## config.mk

```make
export PLATFORM = sky130hd
export DESIGN_NAME = wb_sram_ctrl
export DESIGN_NICKNAME = d
export VERILOG_FILES = /design/src/rtl/sram_pkg.sv /design/src/rtl/sram_rdata_mux.sv /design/src/rtl/wb_sram_ctrl.sv
export SDC_FILE = /design/constraint.sdc
export NUM_CORES = 1
export LEC_CHECK = 0
export ABC_AREA = 1
export CAP_MARGIN = 20
export CORE_ASPECT_RATIO = 0.6
export CORE_MARGIN = 4
export CORE_UTILIZATION = 38
export CTS_CLUSTER_DIAMETER = 50
export DETAILED_ROUTE_END_ITERATION = 7
export PLACE_DENSITY = 0.88
export SLEW_MARGIN = 20
export SYNTH_ARGS = -nofsm -noshare
export SYNTH_HDL_FRONTEND = slang
export SYNTH_SLANG_ARGS = --single-unit
```

## constraint.sdc

```tcl
create_clock -name clk -period 1.87 [get_ports clk]
set_clock_uncertainty 0.05 [all_clocks]
set_input_delay 0.374 -clock clk [delete_from_list [all_inputs] [get_ports clk]]
set_output_delay 0.374 -clock clk [all_outputs]
set_load 0.02 [all_outputs]
```

## src/rtl/sram_pkg.sv

```systemverilog
// Shared constants and FSM state type for the Wishbone-to-SRAM bridge.
// The state enum is also used by the bench to decode the debug state output.
package sram_pkg;

    localparam int SRAM_AW    = 8;
    localparam int SRAM_DW    = 32;
    localparam int SRAM_WORDS = 256;
    localparam int SRAM_BYTES = 1024;

    typedef enum logic [2:0] {
        IDLE    = 3'd0,
        WR      = 3'd1,
        RD_REQ  = 3'd2,
        RD_DATA = 3'd3,
        RESP    = 3'd4
    } state_t;

    // Width of a bank index; never zero so a single-bank build still has a port.
    function automatic int bank_bits(input int n);
        return (n > 1) ? $clog2(n) : 1;
    endfunction

endpackage

```

## src/rtl/sram_rdata_mux.sv

```systemverilog
// Picks one macro's 32-bit port-0 read data out of the concatenated bus
// using the bank index registered when the request was accepted.
module sram_rdata_mux
    import sram_pkg::*;
#(
    parameter int NUM_BANKS = 2,
    parameter int BANK_W    = 1
) (
    input  logic [NUM_BANKS*SRAM_DW-1:0] dout,
    input  logic [BANK_W-1:0]            bank,
    output logic [SRAM_DW-1:0]           rdata
);

    always_comb begin
        rdata = '0;
        for (int b = 0; b < NUM_BANKS; b++) begin
            if (bank == BANK_W'(b)) begin
                rdata = dout[b*SRAM_DW +: SRAM_DW];
            end
        end
    end

endmodule

```

## src/rtl/wb_sram_ctrl.sv

```systemverilog
// Wishbone B4 classic slave driving port 0 of NUM_BANKS 1 KB SRAM macros.
// Every output is a flop; the FSM state is exported on fsm_state for debug.
module wb_sram_ctrl
    import sram_pkg::*;
#(
    parameter int                NUM_BANKS = 2,
    parameter int                ADDR_W    = 32,
    parameter logic [ADDR_W-1:0] BASE_ADDR = '0
) (
    input  logic                         clk,
    input  logic                         rst_n,
    input  logic                         wb_cyc_i,
    input  logic                         wb_stb_i,
    input  logic                         wb_we_i,
    input  logic [ADDR_W-1:0]            wb_adr_i,
    input  logic [SRAM_DW-1:0]           wb_dat_i,
    input  logic [3:0]                   wb_sel_i,
    output logic [SRAM_DW-1:0]           wb_dat_o,
    output logic                         wb_ack_o,
    output logic                         wb_err_o,
    output logic [NUM_BANKS-1:0]         sram_csb0,
    output logic                         sram_web0,
    output logic [7:0]                   sram_wmask0,
    output logic [SRAM_AW-1:0]           sram_addr0,
    output logic [SRAM_DW-1:0]           sram_din0,
    input  logic [NUM_BANKS*SRAM_DW-1:0] sram_dout0,
    output state_t                       fsm_state
);

    localparam int BANK_W = bank_bits(NUM_BANKS);

    // Handshake: a request is taken only in IDLE when cyc&stb are high at the
    // edge; the slave answers with exactly one single-cycle ack or err pulse,
    // and the master may drop cyc before that to abandon the access.

    state_t state, next_state;

    logic [ADDR_W-1:0]   off;
    logic                oor;
    logic [BANK_W-1:0]   req_bank;
    logic [SRAM_AW-1:0]  req_word;
    logic                req;
    logic                unused_off;

    logic [BANK_W-1:0]    bank_q, bank_d;
    logic [SRAM_DW-1:0]   rdata;
    logic [NUM_BANKS-1:0] csb_d;
    logic                 web_d;
    logic [7:0]           wmask_d;
    logic [SRAM_AW-1:0]   addr_d;
    logic [SRAM_DW-1:0]   din_d;
    logic [SRAM_DW-1:0]   dat_d;
    logic                 ack_d;
    logic                 err_d;

    assign off        = wb_adr_i - BASE_ADDR;
    assign oor        = (wb_adr_i < BASE_ADDR) ||
                        (off[ADDR_W-1:10] >= (ADDR_W-10)'(NUM_BANKS));
    assign req_bank   = off[10 +: BANK_W];
    assign req_word   = off[9:2];
    assign req        = wb_cyc_i && wb_stb_i;
    assign unused_off = ^off[1:0];
    assign fsm_state  = state;

    sram_rdata_mux #(
        .NUM_BANKS (NUM_BANKS),
        .BANK_W    (BANK_W)
    ) u_rdata_mux (
        .dout  (sram_dout0),
        .bank  (bank_q),
        .rdata (rdata)
    );

    always_ff @(posedge clk or negedge rst_n) begin
        if (!rst_n) begin
            state <= IDLE;
        end else begin
            state <= next_state;
        end
    end

    always_comb begin
        next_state = state;
        case (state)
            IDLE: begin
                if (req) begin
                    if (oor)          next_state = RESP;
                    else if (wb_we_i) next_state = WR;
                    else              next_state = RD_REQ;
                end
            end
            WR:      next_state = wb_cyc_i ? RESP    : IDLE;
            RD_REQ:  next_state = wb_cyc_i ? RD_DATA : IDLE;
            RD_DATA: next_state = wb_cyc_i ? RESP    : IDLE;
            RESP:    next_state = IDLE;
            default: next_state = IDLE;
        endcase
    end

    // Next values for the registered outputs; selects fall back to all-high
    // so an abort or the RESP cycle always releases the macros.
    always_comb begin
        csb_d   = '1;
        web_d   = 1'b1;
        wmask_d = '0;
        addr_d  = sram_addr0;
        din_d   = sram_din0;
        dat_d   = wb_dat_o;
        ack_d   = 1'b0;
        err_d   = 1'b0;
        bank_d  = bank_q;
        case (state)
            IDLE: begin
                if (req) begin
                    if (oor) begin
                        err_d = 1'b1;
                    end else begin
                        bank_d          = req_bank;
                        addr_d          = req_word;
                        csb_d[req_bank] = 1'b0;
                        if (wb_we_i) begin
                            web_d   = 1'b0;
                            wmask_d = {4'b0000, wb_sel_i};
                            din_d   = wb_dat_i;
                        end
                    end
                end
            end
            WR: begin
                ack_d = wb_cyc_i;
            end
            RD_REQ: begin
                // Keep the read presented for a second edge so data is stable
                // for both registered and combinational macro models.
                if (wb_cyc_i) csb_d = sram_csb0;
            end
            RD_DATA: begin
                if (wb_cyc_i) begin
                    ack_d = 1'b1;
                    dat_d = rdata;
                end
            end
            default: ;
        endcase
    end

    always_ff @(posedge clk or negedge rst_n) begin
        if (!rst_n) begin
            sram_csb0   <= '1;
            sram_web0   <= 1'b1;
            sram_wmask0 <= '0;
            sram_addr0  <= '0;
            sram_din0   <= '0;
            wb_dat_o    <= '0;
            wb_ack_o    <= 1'b0;
            wb_err_o    <= 1'b0;
            bank_q      <= '0;
        end else begin
            sram_csb0   <= csb_d;
            sram_web0   <= web_d;
            sram_wmask0 <= wmask_d;
            sram_addr0  <= addr_d;
            sram_din0   <= din_d;
            wb_dat_o    <= dat_d;
            wb_ack_o    <= ack_d;
            wb_err_o    <= err_d;
            bank_q      <= bank_d;
        end
    end

endmodule

```

==> reports/summary.txt <==
Clock Power Share = 41.8%
Fmax = 572 MHz
Hold crit path type = flop to flop
Hpwl dp = 9120 um
Power density of the placed cells = 633 nW/um^2
Overall die width = 138 um
Drt wl/cell = 14.4 um
Count of cell types in the netlist = 24
P&R area growth vs syn = 70.2%
Row Count = 28
CP delay by family, top = buffers and inverters
Core Util, Final = 66.5%
Gp weighted congestion = 0.847
Synthesized flop and latch total = 85
Post-DP Area = 6270 sq um
Most common cell after layout, fill and taps aside = clkdlybuf4s50_1
Ys Warns = 0
Worst Setup SP = fsm_state[1]$_DFFE_PN0P_
Number of global-route vias before repair = 3,841
Worst-path clk slew = 60 ps
H-tree lvl count = 3
Die area = 11,900 sq um
Hold Violations, Final = 0
Drt first pass iters = 4
Layout cell share with drive strength beyond 1 = 5.91%
CP endpoint kind = output pin
Gate power share = 13.6%
Slowest-stage cell, CP = clkdlybuf4s50_1
Pint = 3.25 mW
Max VDD drop = 0.528 mV
Seq/Total Area, Yosys = 55.2%
# nets final = 809
Hold path startpoint = sram_din0[12]$_DFFE_PN0P_
Via count = 3,834
TritonCTS clock tree = done
Largest net degree at the start of global routing = 65
Root buffer cell = clkbuf_16
RSZ-0062 raised after global routing = false
Detailed Route WL = 11,700 um
Worst-path fanout max = 3
Crit-path max cell delay = 630 ps
CTS buffer count = 9
Buffers on Ports = 218
Sequential fraction of design power = 44.6%
Initial antenna violation count = 0
Effective utilization at floorplan = 39.1%
Endpoints failing setup = 0
Mapped Area = 3860 sq um
Leak = 3.02 nW
Drt drc = 0
Final max-slew violation count = 0
Vias per cell = 4.72
Initial DRC Count = 112
Crit path buffers/inverters = 1
Total power = 4.16 mW
Cells along the critical path = clkdlybuf4s50_1
Tcrit/Tclk final = 93.5%
Core area = 9880 sq um
Synth Instances = 456
First-pass GRT wire length = 19,100 um
Tmin final = 1750 ps
Synth Area per Inst = 8.47 sq um
Inserted Diodes = 0
IO Count = 225
Total gr overflow = 0
Worst R2R Start = fsm_state[1]$_DFFE_PN0P_
Switching portion of total power = 22.0%
Data arrival, critical path = 1320 ps
CP startpoint kind = flop
Clk buf depth = 2
Setup CP Type = flop to output pin
Final instance area = 6570 sq um
Most frequent cells in the layout = clkdlybuf4s50_1 (214), nand2_1 (152), dfrtp_1 (82), inv_1 (41)
Status = complete, no violations
GRT Overall Usage = 19.6%
Max cap viols = 0
# clock sinks = 85
Switching pwr = 918 uW
Data required, critical path = 1450 ps
Post CTS Setup Buffer Count = 0
Die Y = 86.1 um
Clk Latency, worst-skew pair = 320 ps
Final ANT Viol Nets = 0
timing repair:
item | in CTS | in global routing
endpoints found under the setup margin | 3 | 0
resized for setup | 3 | 0
hold endpoints to repair | 18 | 0
hold buffers | 1 | 0
final cells by class:
| class | count | area, sq um |
|---|---|---|
| clock buffers | 12 | 246 |
| inverters | 42 | 158 |
| clock inverters | 4 | 47.5 |
| well taps | 135 | 169 |
| repair buffers | 235 | 2380 |
| fillers | 746 | 3310 |
| multi-input cells | 299 | 1440 |
| flip-flops and latches | 85 | 2130 |
per-layer routing:
metal	up-vias	wire length, um	share of wire (%)	global-route usage (%)
li1	1890	-	-	-
met1	1782	4980	42	24.0
met2	145	5820	50	34.6
met3	17	778	6.6	6.18
met4	0	150	1.3	4.30
met5	-	0	0	0
power by group through the flow:
stage          logic, mW  registers, mW  clock network [mW]
6_report           0.565           1.86                1.74
5_1_grt            0.612           1.86                1.87
4_1_cts            0.571           1.86                1.79
3_5_place_dp       0.566           1.89                   0
3_3_place_gp       0.556           1.89                   0
2_1_floorplan      0.144           1.91                   0
sequential cells by signal (all words and copies together), names as in the netlist:
name and count:
wb_err_o 1, fsm_state 3, sram_din0 32, sram_addr0 8
wb_dat_o 32, sram_web0 1, sram_wmask0 4, sram_csb0 2
wb_ack_o 1, bank_q 1
stage by stage:
step	setup TNS [ps]	std cells	hold WS (ps)	setup WS, ps
after floorplan	0	459	28.4	350
after global placement	-4010	795	229	-146
after detailed placement	-4750	795	235	-165
after CTS	0	812	416	93.5
after global routing	0	812	440	55.6
final	0	812	422	121
cell usage after synthesis:
cell / instances / area share (%)
buf_4: 4 / 0.78
nand3_1: 12 / 1.6
nor2_8: 1 / 0.52
o21ai_1: 1 / 0.13
nand2_1: 152 / 15
nand2_2: 1 / 0.16
nand4_1: 33 / 5.3
clkbuf_1: 15 / 1.5
buf_1: 2 / 0.19
or2_1: 1 / 0.16
o21a_1: 32 / 6.2
nand3_4: 1 / 0.45
nor2_1: 20 / 1.9
nor3_1: 1 / 0.13
dfstp_2: 3 / 2.0
buf_2: 12 / 1.6
a21oi_1: 4 / 0.52
inv_1: 41 / 4.0
nor2_2: 2 / 0.32
conb_1: 1 / 0.097
o21ai_0: 33 / 4.3
inv_2: 1 / 0.097
a31oi_1: 1 / 0.16
dfrtp_1: 82 / 53
final timing paths:
path	end	slack, ps	cells past startpoint
worst min-delay path	sram_din0[12]$_DFFE_PN0P_	420	2
min in group asynchronous	wb_dat_o[2]$_DFFE_PN0P_	430	2
worst max register to register	sram_addr0[7]$_DFFE_PN0P_	330	6
worst max-delay path	fsm_state[1]	120	1
worst min register to register	sram_din0[12]$_DFFE_PN0P_	420	2
max in group asynchronous	sram_web0$_DFF_PN1_	720	3
logic make-up after synthesis:
kind of cell / share of synthesized area (%)
buffers and inverters: 8.07
AOI/OAI and AO/OA: 11.3
other: 0.0971
and+or+nand+nor: 25.4
DFF: 55.2
Power figures use the tool's default switching activity.
